<file path="config.mk">
export PLATFORM = sky130hd
export DESIGN_NAME = pipe_skid_reg
export DESIGN_NICKNAME = d
export VERILOG_FILES = /design/src/rtl/pipe_skid_reg_pkg.sv /design/src/rtl/pipe_skid_reg_slot.sv /design/src/rtl/pipe_skid_reg.sv
export SDC_FILE = /design/constraint.sdc
export NUM_CORES = 1
export LEC_CHECK = 0
export CAP_MARGIN = 40
export CORE_ASPECT_RATIO = 0.5
export CORE_MARGIN = 3
export CORE_UTILIZATION = 35
export CTS_CLUSTER_DIAMETER = 50
export DETAILED_ROUTE_END_ITERATION = 10
export HOLD_SLACK_MARGIN = 0.06
export PLACE_DENSITY_LB_ADDON = 0.08
export SLEW_MARGIN = 20
export SYNTH_ARGS = -nofsm -noshare
export SYNTH_HDL_FRONTEND = slang
export SYNTH_SLANG_ARGS = --single-unit
export TNS_END_PERCENT = 30
</file>
<file path="constraint.sdc">
create_clock -name clk -period 3.2 [get_ports clk]
set_input_delay 0.32 -clock clk [delete_from_list [all_inputs] [get_ports clk]]
set_output_delay 0.32 -clock clk [all_outputs]
set_load 0.1 [all_outputs]
</file>
<file path="src/rtl/pipe_skid_reg_pkg.sv">
// Shared pipeline-handshake definitions: occupancy-encoded state names reused by
// the hazard/stall unit, plus an occupancy decode helper.
package pipe_skid_reg_pkg;

    typedef enum logic [1:0] {
        ST_EMPTY = 2'd0,
        ST_BUSY  = 2'd1,
        ST_FULL  = 2'd2
    } pipe_state_e;

    localparam int unsigned PIPE_SKID_WIDTH_DEF = 32;

    function automatic logic [1:0] state_occupancy(input pipe_state_e st);
        logic [1:0] occ;
        case (st)
            ST_EMPTY: occ = 2'd0;
            ST_BUSY:  occ = 2'd1;
            ST_FULL:  occ = 2'd2;
            default:  occ = 2'd0;
        endcase
        return occ;
    endfunction

endpackage

</file>
<file path="src/rtl/pipe_skid_reg_slot.sv">
// One payload slot of the skid register: WIDTH-bit flop with load enable and
// synchronous active-low clear.
module pipe_slot #(
    parameter int unsigned WIDTH = 32
) (
    input  logic             clk,
    input  logic             clr_n_i,
    input  logic             load_i,
    input  logic [WIDTH-1:0] d_i,
    output logic [WIDTH-1:0] q_o
);

    logic [WIDTH-1:0] data_q;

    // Payload storage; clear wins over load, otherwise the slot holds its value.
    always_ff @(posedge clk) begin
        if (!clr_n_i) begin
            data_q <= {WIDTH{1'b0}};
        end else if (load_i) begin
            data_q <= d_i;
        end else begin
            data_q <= data_q;
        end
    end

    assign q_o = data_q;

endmodule

</file>
<file path="src/rtl/pipe_skid_reg.sv">
// Two-entry, fully registered valid/ready skid register between pipeline stages.
// Optional flush port enabled by defining PIPE_SKID_FLUSH_EN.
module pipe_skid_reg
    import pipe_skid_reg_pkg::*;
#(
    parameter int unsigned WIDTH = PIPE_SKID_WIDTH_DEF
) (
    input  logic             clk,
    input  logic             rst_n,
    input  logic [WIDTH-1:0] in_data,
    input  logic             in_valid,
    output logic             in_ready,
    output logic [WIDTH-1:0] out_data,
    output logic             out_valid,
    input  logic             out_ready,
`ifdef PIPE_SKID_FLUSH_EN
    input  logic             flush,
`endif
    output logic [1:0]       count
);

    pipe_state_e      state_q;
    pipe_state_e      state_d;
    logic             in_ready_q;
    logic             out_valid_q;
    logic [1:0]       count_q;
    logic             in_fire_s;
    logic             out_fire_s;
    logic             flush_s;
    logic             load_main_s;
    logic             load_skid_s;
    logic [WIDTH-1:0] main_d_s;
    logic [WIDTH-1:0] main_q_s;
    logic [WIDTH-1:0] skid_q_s;

`ifdef PIPE_SKID_FLUSH_EN
    assign flush_s = flush;
`else
    assign flush_s = 1'b0;
`endif

    assign in_fire_s  = in_valid & in_ready_q;
    assign out_fire_s = out_valid_q & out_ready;

    // Next-state and slot-load decode; flush overrides the handshake and loads nothing.
    always_comb begin
        state_d     = state_q;
        load_main_s = 1'b0;
        load_skid_s = 1'b0;
        main_d_s    = in_data;
        if (flush_s) begin
            state_d = ST_EMPTY;
        end else begin
            case (state_q)
                ST_EMPTY: begin
                    if (in_fire_s) begin
                        load_main_s = 1'b1;
                        state_d     = ST_BUSY;
                    end else begin
                        state_d = ST_EMPTY;
                    end
                end
                ST_BUSY: begin
                    if (in_fire_s && out_fire_s) begin
                        load_main_s = 1'b1;
                        state_d     = ST_BUSY;
                    end else if (in_fire_s) begin
                        load_skid_s = 1'b1;
                        state_d     = ST_FULL;
                    end else if (out_fire_s) begin
                        state_d = ST_EMPTY;
                    end else begin
                        state_d = ST_BUSY;
                    end
                end
                ST_FULL: begin
                    main_d_s = skid_q_s;
                    if (out_fire_s) begin
                        load_main_s = 1'b1;
                        state_d     = ST_BUSY;
                    end else begin
                        state_d = ST_FULL;
                    end
                end
                default: begin
                    state_d = ST_EMPTY;
                end
            endcase
        end
    end

    // State register with handshake outputs precomputed from the next state.
    always_ff @(posedge clk) begin
        if (!rst_n) begin
            state_q     <= ST_EMPTY;
            in_ready_q  <= 1'b1;
            out_valid_q <= 1'b0;
            count_q     <= 2'd0;
        end else begin
            state_q     <= state_d;
            in_ready_q  <= (state_d != ST_FULL);
            out_valid_q <= (state_d != ST_EMPTY);
            count_q     <= state_occupancy(state_d);
        end
    end

    pipe_slot #(.WIDTH(WIDTH)) u_main (
        .clk     (clk),
        .clr_n_i (rst_n),
        .load_i  (load_main_s),
        .d_i     (main_d_s),
        .q_o     (main_q_s)
    );

    pipe_slot #(.WIDTH(WIDTH)) u_skid (
        .clk     (clk),
        .clr_n_i (rst_n),
        .load_i  (load_skid_s),
        .d_i     (in_data),
        .q_o     (skid_q_s)
    );

    assign in_ready  = in_ready_q;
    assign out_valid = out_valid_q;
    assign out_data  = main_q_s;
    assign count     = count_q;

endmodule

</file>
# Word-level counts from Yosys, hierarchy flattened

Cells that the tools add are included.

Output and inout port bits: 36
Input port bits: 36
Word-level logic and storage cells: 30
Register bits after elaboration: 70

Eq/ne operators: 5
Reduce and logical (&&, ||, !) cells: 3
Muxes and demuxes: 14
Bitwise logic cells: 2

Operators with widths:

| cell                                           | count |
|---|---|
| 2-to-1 mux 32 bit                              | 1 |
| 2-to-1 mux 1 bit                               | 7 |
| 2-to-1 mux 2 bit                               | 3 |
| one-hot mux 2 bit (3 select lines)             | 1 |
| == test 2 x 1 -> 1 bit (second input constant) | 2 |
| == test 2 bit (second input constant)          | 2 |
| one-hot mux 2 bit (2 select lines)             | 1 |
| one-hot mux 1 bit (3 select lines)             | 1 |
| AND 1 bit                                      | 2 |
| logical NOT 2 bit                              | 1 |
| inequality test 2 bit (second input constant)  | 1 |
| nonzero test 2 bit                             | 1 |
| logical AND 1 bit                              | 1 |

# Depth between registers and ports, before layout

Gate-level depths: netlist of run 1.

Word-level depth: 7
Gate-level depth with buffers: 8
Mapped depth without buffers: 7

# Cells and area by module

Synthesis of run 1 repeated with hierarchy kept, for this count alone.

Cells, all modules: 275
Area total of the unflattened synthesis: 3330.7 µm²

By module, submodules not included:

| module        | sequential area each (µm²) | cells each | area an instance (µm²) | instances |
|---|---|---|---|---|
| pipe_slot     | 640.6                      | 103        | 1243.7                 | 2 |
| pipe_skid_reg | 120.1                      | 69         | 843.3                  | 1 |

# Worst setup path before layout of run 1

Ideal clock, no wire load.

Kind: reg-to-reg
From: reg out_valid_q, in the netlist out_valid
To: reg u_main.data_q[24], in the netlist u_main.q_o[24]
Path buffers: 2
Setup time: 70 ps
Stages on the path, launching flop included: 9
Slack: 1094 ps
Arrival: 2035 ps
Required time: 3130 ps
Clock period less this slack: 2106 ps
Cell sequence: dfxtp_1 -> nand2_1 -> inv_1 -> ha_1 -> a311o_1 -> buf_6 -> buf_6 -> o21ai_1 -> a21oi_1

Longest elaborated chain between the ends: 4
Elaborated cells on any way between the ends: 5
Those cells by class: mux (3); bitwise (1); reduce/logical (1)

RTL lines:

| what                                 | line                     | source |
|---|---|---|
| from (decl)                          | pipe_skid_reg.sv:25      | `logic out_valid_q;` |
| from (signal assigned)               | pipe_skid_reg.sv:102     | `out_valid_q <= (state_d != ST_EMPTY);` |
| AND 1 bit *                          | pipe_skid_reg.sv:43      | `assign out_fire_s = out_valid_q & out_ready;` |
| logical AND 1 bit                    | pipe_skid_reg.sv:64      | `if (in_fire_s && out_fire_s) begin` |
| 2-to-1 mux 1 bit                     | pipe_skid_reg.sv:64      |  |
| one-hot mux 1 bit (3 select lines) * | pipe_skid_reg.sv:54      | `case (state_q)` |
| to (signal assigned)                 | pipe_skid_reg_slot.sv:18 | `data_q <= {WIDTH{1'b0}};` |
| to (signal assigned)                 | pipe_skid_reg_slot.sv:20 | `data_q <= d_i;` |
| to (signal assigned)                 | pipe_skid_reg_slot.sv:22 | `data_q <= data_q;` |
| to (decl)                            | pipe_skid_reg_slot.sv:13 | `logic [WIDTH-1:0] data_q;` |

Every way passes the cells marked *; elsewhere a longest branch is shown, timed or not.
A chain may end at the register's enable or synchronous reset.

# Final worst setup path of run 1

From: in out_ready
To: reg u_main.data_q[18], in the netlist u_main.q_o[18]

Longest elaborated chain between the ends: 4
Elaborated cells on any way between the ends: 5
Those cells by class: mux (3); bitwise (1); reduce/logical (1)

RTL lines:

| what                                 | line                | source |
|---|---|---|
| from (decl)                          | pipe_skid_reg.sv:15 | `input logic out_ready,` |
| AND 1 bit *                          | pipe_skid_reg.sv:43 |  |
| logical AND 1 bit                    | pipe_skid_reg.sv:64 |  |
| 2-to-1 mux 1 bit                     | pipe_skid_reg.sv:64 |  |
| one-hot mux 1 bit (3 select lines) * | pipe_skid_reg.sv:54 |  |

Marks and branches as above.

==> results by group, run 1 <==
Outcome
  • Status: complete, no violations

Detailed routing
  • Routed vias: 2,572
  • Antenna viol nets, final: 0
  • DR iter-0 viols: 92
  • WL/cell: 13.1 microns
  • 1st-pass router iterations: 4
  • DRT Wirelength: 6.87 mm
  • Residual DRC count: 0
  • DR vias/cell: 4.90

Floorplan
  • # IOs: 72
  • Row count: 22
  • Die area: 9320 sq um
  • Starting Density: 0.375
  • Die W: 134 microns
  • Core ar.: 7600 sq um
  • Die Span Y: 69.8 microns

Clock network
  • CTS buffer count: 9
  • Cell chosen for the clock root: clkbuf_16
  • CTS H-tree lvls: 3
  • Post-CTS Hold Fix Bufs: 0
  • CTS Buffer Depth: 2
  • Clk sinks: 70
  • Clk_lat worst skew: 330 ps
  • CTS tree: done
  • PostCTS Resize Cnt: 0
  • Worst-path clk slew: 50 ps
  • Setup Fix Bufs, Post-CTS: 0

Critical path
  • Reg2reg start: state_q[1]
  • R2r endpoint: u_main.q_o[18]
  • CP max-delay cell: a311o_2
  • Startpoint type of the worst setup path: primary input
  • Buf+Inv Stages, Crit Path: 3
  • Worst Path Required: 3400 ps
  • Crit path capture type: flip-flop
  • Slowest stage delay, CP: 490 ps
  • Crit. Startpoint: out_ready
  • R2R Setup Slk: 1310 ps
  • Worst path cell trace: clkdlybuf4s50_1 > nand2_1 > inv_1 > ha_1 > a311o_2 > buf_4 > o21ai_1 > a21oi_1
  • CP max FO: 24
  • Worst Reg-to-Reg Cells: 5
  • Top cell family by delay on the critical path: buffers and inverters
  • Critical path arrival: 2190 ps
  • WS Path Type: in -> reg

Pwr
  • Clock share of power: 0.336
  • P_leak: 0.00188 uW
  • Comb pwr share: 0.324
  • Power Dens Cells: 655 nW/um^2
  • Seq pwr share: 0.341
  • VDD IR max: 0.275 mV
  • Switching share of total power: 0.343
  • Tot Pwr: 2920 uW
  • Internal power: 1920 uW
  • Psw: 1000 uW

Timing
  • Final Hold Viols: 0
  • Clock skew: 4.12 ps
  • Final period util: 0.622
  • Tmin final: 1990 ps
  • Slew headroom: 0.497
  • Final setup TNS: 0 ps
  • Worst slew pin tran: 755 ps
  • Achievable Freq: 0.502 GHz
  • Final setup vio count: 0
  • RSZ-0062 raised after global routing: no
  • Final Slew Violations: 0

Global routing
  • Largest net degree at the start of global routing: 65
  • Gr usage total: 0.155
  • Vias in the first global route: 2,525
  • Initial antenna violation count: 0
  • First-pass GRT wire length: 11.6 mm
  • Grt total ovfl: 0

Place
  • Routability Congestion: 0.731
  • Port bufs: 71
  • Final HPWL DP: 4.62 mm

Cells and area
  • Area growth, synth to finish: 56.5%
  • Share of cells above drive strength 1: 0.168
  • # diodes: 0
  • Nets: 449
  • Most frequent cells in the layout: dfxtp_1 (70), clkdlybuf4s50_1 (70), o21ai_0 (36), nand2_1 (35)

Logic synthesis
  • Synth Register Bits: 70
  • Synth area leaders: dfxtp_1 (49%), mux2i_1 (11%), o21ai_0 (6.3%)
  • Synth unique cells: 27
  • Synthesized netlist cell count: 316
  • Sequential cell area fraction in the yosys report: 0.492
  • Mapped Area: 2850 sq um
  • Syn avg cell area: 9.01 sq um
  • Net Count, Synth: 353
  • Area fraction of the dominant cell type after synthesis: 0.492
  • Top cell type by total area after synthesis: dfxtp_1
  • Ys Warns: 0

Hold path
  • Hold WC Path Type: reg -> reg
  • Hold Crit Depth: 2
  • Min-delay src: u_skid.q_o[4]
  • Hold EP: u_skid.q_o[4]

Job
  • Max-cap violations: 0
## power by group through the flow
stage	sequential (uW)	combinational [uW]	clock, uW
after floorplan	1400	193	0
final	995	945	980
after CTS	995	952	1010
after detailed placement	1010	950	0
after global placement	1010	755	0
after global routing	1000	990	1040
## cell families (layout without fill, tap and decap cells)
| group | count (synthesis) | in the layout | synth area share |
|---|---|---|---|
| AO/OA/AOI/OAI | 106 | 106 | 0.205 |
| AND/OR/NAND/NOR | 74 | 74 | 0.121 |
| flip-flops | 70 | 70 | 0.492 |
| buffers and inverters | 33 | 134 | 0.0650 |
| multiplexers | 32 | 32 | 0.112 |
| adder cells (fa/ha/maj) | 1 | 1 | 0.00439 |
## area by class of cell
class	instances	area, sq um
Clock inverter	6	61.3
Sequential cell	70	1400
Multi-Input combinational cell	213	1270
Fill cell	644	3140
Timing Repair Buffer	113	1330
Inverter	5	18.8
Tap cell	108	135
Clock buffer	10	239
## through the flow
stage / utilization / instances / hold WS [ps] / area, sq um / worst slack [ps]
detailed placement: 0.547 / 509 / 452 / 4160 / 882
CTS: 0.587 / 525 / 460 / 4460 / 1220
global route: 0.587 / 525 / 473 / 4460 / 1020
floorplan: - / 316 / 435 / 2850 / 1090
finish: 0.587 / 525 / 455 / 4460 / 1210
global placement: 0.473 / 473 / 443 / 3590 / 947
## worst max-delay path by stage
stage | endpoint | slack (ps) | cells after the start
6_report | u_main.q_o[18] | 1210 | 8
5_1_grt | u_main.q_o[1] | 1020 | 8
4_1_cts | u_main.q_o[1] | 1220 | 8
3_5_place_dp | u_main.q_o[18] | 880 | 8
3_3_place_gp | u_main.q_o[31] | 950 | 8
2_1_floorplan | u_main.q_o[24] | 1090 | 8
## sequential cells by signal, summed over array words and instances, names as in the netlist
register and count:
count 2, u_skid.q_o 32, state_q 2, u_main.q_o 32, out_valid 1, in_ready 1
## synthesized netlist by cell type
master / number
ha_1: 1
mux2i_1: 32
a21oi_1: 34
and3_1: 1
clkbuf_1: 14
o21ai_1: 21
a311o_1: 1
a21oi_2: 1
inv_1: 5
dfxtp_1: 70
buf_2: 7
o21a_1: 1
nor2_1: 1
a21boi_0: 1
o31a_1: 2
and4bb_2: 1
buf_6: 7
o21ai_0: 36
a32oi_1: 1
nand3_1: 32
and2_1: 1
nand4b_1: 1
nand2b_1: 1
nand2_1: 35
o21ai_2: 7
o22ai_1: 1
and4b_1: 1
## per-layer routing
metal	GRT usage	routed length, microns
met3	0.0551	317
met2	0.259	3260
met4	0.0604	96
met1	0.183	3200
met5	0	0
## worst register-to-register path, stage by stage, from the launching register on
cell,delay [ps]
dfxtp_1,440
and4bb_2,300
a311o_2,500
buf_4,290
o21ai_1,170
a21oi_1,60
Power figures use the tool's default switching activity.
==> run 2, diff against run 1 <==
==> constraint.sdc (replaced) <==
create_clock -name clk -period 1.65 [get_ports clk]
set_input_delay 0.165 -clock clk [delete_from_list [all_inputs] [get_ports clk]]
set_output_delay 0.165 -clock clk [all_outputs]
set_load 0.1 [all_outputs]
==> run 2 against run 1 <==
Worst hold slack worse by 130 ps; highest routed layer unchanged; design area is 5.4% lower; setup slack worse by 1100 ps; clock skew hardly changed; global-route usage is 0.33 points lower.
==> results by group, run 2 (same netlist as run 1, synthesis figures left out) <==
Detailed routing
  • Routed vias: 2,504
  • 1st-pass router iterations: 4
  • WL/cell: 13.4 microns
  • Antenna viol nets, final: 0
  • Residual DRC count: 0
  • DR iter-0 viols: 138
  • DR vias/cell: 4.99
  • DRT Wirelength: 6.71 mm

Hold path
  • Hold Crit Depth: 4
  • Hold WC Path Type: in -> reg

Timing
  • Achievable Freq: 0.635 GHz
  • Final Slew Violations: 0
  • Worst slew pin tran: 345 ps
  • RSZ-0062 raised after global routing: yes
  • Tmin final: 1570 ps
  • Worst Hold Slack: 326 ps
  • Final period util: 0.954
  • Final setup vio count: 0
  • Clock skew: 4.46 ps
  • Final Hold Viols: 0
  • Slew headroom: 0.770

Floorplan
  • Die W: 134 microns
  • Row count: 22
  • Core ar.: 7600 sq um
  • Die Span Y: 69.8 microns
  • Starting Density: 0.375
  • Die area: 9320 sq um
  • # IOs: 72

Cells and area
  • Most common cell after layout, fill and taps aside: dfxtp_1
  • Share of cells above drive strength 1: 0.221
  • Area growth, synth to finish: 48.1%
  • Most frequent cells in the layout: dfxtp_1 (67), nand2_1 (35), a21oi_1 (34), clkdlybuf4s50_1 (34), o21ai_0 (33)
  • Nets: 426
  • Post-route cell area: 4220 sq um
  • # diodes: 0

Global routing
  • Initial antenna violation count: 0
  • First-pass GRT wire length: 11.3 mm
  • Vias in the first global route: 2,433
  • Largest net degree at the start of global routing: 65
  • Gr usage total: 0.152
  • Grt total ovfl: 0

Clock network
  • CTS H-tree lvls: 3
  • CTS tree: done
  • CTS Buffer Depth: 2
  • Clk_lat worst skew: 330 ps
  • Worst-path clk slew: 50 ps
  • Cell chosen for the clock root: clkbuf_16
  • Setup Fix Bufs, Post-CTS: 0
  • Clk sinks: 70
  • CTS buffer count: 9

Pwr
  • Power Dens Cells: 1320 nW/um^2
  • P_leak: 0.00183 uW
  • VDD IR max: 0.558 mV
  • Tot Pwr: 5570 uW

Place
  • Final HPWL DP: 4.60 mm
  • Dpl cell area: 3880 sq um
  • Routability Congestion: 0.736
  • Port bufs: 71

Critical path
  • Crit path capture type: flip-flop
  • Crit. Startpoint: out_valid
  • Reg2reg start: out_valid
  • Worst Path Required: 1860 ps
  • R2R Setup Slk: 80 ps
  • R2r endpoint: u_main.q_o[31]
  • Worst Reg-to-Reg Cells: 7
  • Startpoint type of the worst setup path: flip-flop
  • WS Path Type: reg -> reg
  • Critical path arrival: 1790 ps
  • Crit path capture: u_main.q_o[31]
  • CP max FO: 18

Job
  • Max-cap violations: 0

Outcome
  • Status: complete, no violations
run 2: cell types whose count changed in the layout (fill, tap and decap cells not counted), sizes merged:
cell           before  now
clkbuf             10   14
clkdlybuf4s50      70   34
bufinv              1    0
buf                43   56
clkinvlp            1    0
clkinv              4    2
run 2: cell type report:
cell class	count	area (sq um)
clock inverters	2	10.0
flip-flops and latches	70	1410
well taps	108	135
multi-input cells	213	1280
fillers	672	3380
clock buffers	14	305
inverters	5	18.8
repair buffers	90	1060
run 2: what timing repair did:
action / in CTS / in global routing
endpoints found under the setup margin: 1 / 18
resized for setup: 1 / 8
hold buffers: 0 / 0
run 2: worst max-delay path, stage by stage, from the launching register on:
cell,delay [ps]
dfxtp_4,360
nand2_1,90
inv_1,50
ha_1,190
a311o_2,370
buf_6,190
o21ai_1,140
a21oi_1,60
run 2: where the power goes:
part | switching, uW | internal, uW
Combinational | 1100 | 553
Sequential | 123 | 1840
Clock | 686 | 1270
run 2: metrics by stage:
stage	setup slack [ps]	util	instances	TNS (ps)
after CTS	1.62	0.553	502	0
after global placement	-159	0.511	486	-4440
final	75.9	0.555	502	0
after global routing	-10.1	0.555	502	-16.7
after detailed placement	-242	0.511	486	-6970
after floorplan	26.9	-	316	0
run 2: how the worst min path moves through the flow:
stage / startpoint / endpoint
finish: rst_n / u_main.q_o[29]
global route: rst_n / u_main.q_o[29]
CTS: rst_n / u_main.q_o[29]
detailed placement: u_skid.q_o[25] / u_skid.q_o[25]
global placement: u_skid.q_o[21] / u_skid.q_o[21]
floorplan: in_data[0] / u_skid.q_o[0]
run 2: per-layer routing:
layer / up-vias / wire (microns) / track usage
met5: - / 0 / 0
met4: 0 / 88 / 0.0525
met3: 8 / 396 / 0.0580
met2: 54 / 3150 / 0.247
met1: 1170 / 3070 / 0.185
li1: 1272 / - / -
==> run 3, diff against run 2 <==
--- a/config.mk
+++ b/config.mk
@@ -8,9 +8,10 @@
 export CAP_MARGIN = 40
 export CORE_ASPECT_RATIO = 0.5
 export CORE_MARGIN = 3
-export CORE_UTILIZATION = 35
+export CORE_UTILIZATION = 40
 export CTS_CLUSTER_DIAMETER = 50
 export DETAILED_ROUTE_END_ITERATION = 10
+export GPL_ROUTABILITY_DRIVEN = 0
 export HOLD_SLACK_MARGIN = 0.06
 export PLACE_DENSITY_LB_ADDON = 0.08
 export SLEW_MARGIN = 20
==> run 3 against run 2 <==
Via count is 2.2% lower; first-iteration DRC count is 10% higher; sequential share of layout area is 0.33 points higher; flip-flop and latch count stayed put; combinational power hardly changed.
==> results by group, run 3 (same netlist as run 1, synthesis figures left out) <==
Timing
  • Slew headroom: 0.775
  • Clock skew: 3.17 ps
  • Worst slew pin tran: 338 ps
  • Achievable Freq: 0.637 GHz
  • Final setup vio count: 0
  • Final period util: 0.951
  • RSZ-0062 raised after global routing: yes
  • Final Slew Violations: 0
  • Tmin final: 1570 ps
  • Final Hold Viols: 0

Global routing
  • Gr usage total: 0.161
  • Grt total ovfl: 0
  • Vias in the first global route: 2,294
  • First-pass GRT wire length: 10.7 mm
  • Initial antenna violation count: 0
  • Largest net degree at the start of global routing: 58

Cells and area
  • Post-route cell area: 4180 sq um
  • # diodes: 0
  • Nets: 424
  • Final-layout fill cell count: 577
  • Most common cell after layout, fill and taps aside: dfxtp_1
  • Area growth, synth to finish: 46.7%
  • Share of cells above drive strength 1: 0.215
  • Final Util: 0.616
  • Most frequent cells in the layout: dfxtp_1 (66), nand2_1 (35), a21oi_1 (34), clkdlybuf4s50_1 (34), o21ai_0 (33)

Detailed routing
  • Top Metal Used: met4
  • WL/cell: 13.3 microns
  • DR vias/cell: 5.07
  • Met3 wire length: 363 microns
  • 1st-pass router iterations: 4
  • Met1 Routed Length: 2.99 mm
  • Antenna viol nets, final: 0
  • DR iter-0 viols: 152
  • DRT Wirelength: 6.40 mm
  • DR WL met2: 2.97 mm
  • Residual DRC count: 0
  • Routed vias: 2,450

Outcome
  • Status: complete, no violations

Floorplan
  • # IOs: 72
  • Die Span Y: 65.7 microns
  • Starting Density: 0.420
  • Core ar.: 6780 sq um
  • Die W: 125 microns
  • Row count: 21
  • Die area: 8230 sq um

Clock network
  • Clk_lat worst skew: 320 ps
  • CTS tree: done
  • CTS Buffer Depth: 2
  • Worst-path clk slew: 50 ps
  • Clk sinks: 70
  • CTS H-tree lvls: 3
  • CTS buffer count: 9
  • Setup Fix Bufs, Post-CTS: 0
  • Post-CTS Hold Fix Bufs: 0
  • Cell chosen for the clock root: clkbuf_16

Critical path
  • Buf+Inv Stages, Crit Path: 2
  • CP max FO: 26
  • Worst path cell trace: nand2_1 > inv_1 > ha_1 > a311o_2 > buf_4 > o21ai_1 > a21oi_1
  • Worst Path Required: 1850 ps
  • Critical Path Stages: 7
  • CP max-delay cell: dfxtp_4
  • Crit. Startpoint: out_valid
  • Top cell family by delay on the critical path: compound AO/OA/AOI/OAI gates
  • Crit path capture type: flip-flop
  • Slowest stage delay, CP: 360 ps
  • R2R Setup Slk: 80 ps
  • Worst Reg-to-Reg Cells: 7
  • Critical path arrival: 1770 ps
  • Crit path capture: u_main.q_o[24]
  • Reg2reg start: out_valid
  • Startpoint type of the worst setup path: flip-flop
  • R2r endpoint: u_main.q_o[24]
  • WS Path Type: reg -> reg

Pwr
  • Power Dens Cells: 1330 nW/um^2
  • Switching share of total power: 0.336
  • Clock share of power: 0.356
  • P_leak: 0.00182 uW
  • Seq pwr share: 0.352
  • Comb pwr share: 0.292
  • VDD IR max: 0.679 mV
  • Internal power: 3700 uW
  • Psw: 1870 uW

Place
  • Dpl cell area: 3860 sq um
  • Port bufs: 71
  • Final HPWL DP: 4.44 mm

Hold path
  • Min-delay src: rst_n
  • Hold WC Path Type: in -> reg

Job
  • Max-cap violations: 0
## run 3: layout make-up
type | instances | area (sq um) | area share
sequential | 70 | 1410 | 0.338
multi-input combinational | 213 | 1270 | 0.304
timing repair buffer | 88 | 1040 | 0.250
inverter | 5 | 18.8 | 0.00449
clock inverter | 3 | 40.0 | 0.00958
clock buffer | 12 | 278 | 0.0665
tap | 92 | 115 | 0.0275
## run 3: routing by layer
metal  vias up  global-route usage
met5         -                   0
met2        51               0.271
li1       1263                   -
met3        12              0.0625
met1      1124               0.191
met4         0              0.0568
## run 3: metrics by stage
step	setup WS, ps	power [uW]	std cells	setup TNS, ps	hold WS, ps
after floorplan	26.9	3090	316	0	295
after global placement	-154	3600	468	-4440	444
after detailed placement	-188	3630	468	-7040	451
after CTS	48.2	5630	483	0	161
after global routing	-17.7	5800	483	-87.8	167
final	80.1	5570	483	0	170
## run 3: worst min-delay path by stage
stage / slack (ps) / to / cells after the start
global placement: 440 / u_skid.q_o[31] / 2
global route: 170 / state_q[0] / 2
floorplan: 300 / u_skid.q_o[0] / 2
finish: 170 / state_q[0] / 2
CTS: 160 / state_q[0] / 2
detailed placement: 450 / u_skid.q_o[23] / 2
## run 3: repair_timing
item                                    CTS  global route
endpoints found under the setup margin    0            30
hold endpoints to repair                  0             0
gates resized for setup                   0             5
## run 3: power groups by stage
stage          combinational, uW  clock, uW  sequential (uW)
4_1_cts                     1630       2030             1960
2_1_floorplan                374          0             2710
5_1_grt                     1710       2110             1980
3_3_place_gp                1610          0             1990
3_5_place_dp                1630          0             2000
6_report                    1630       1990             1960
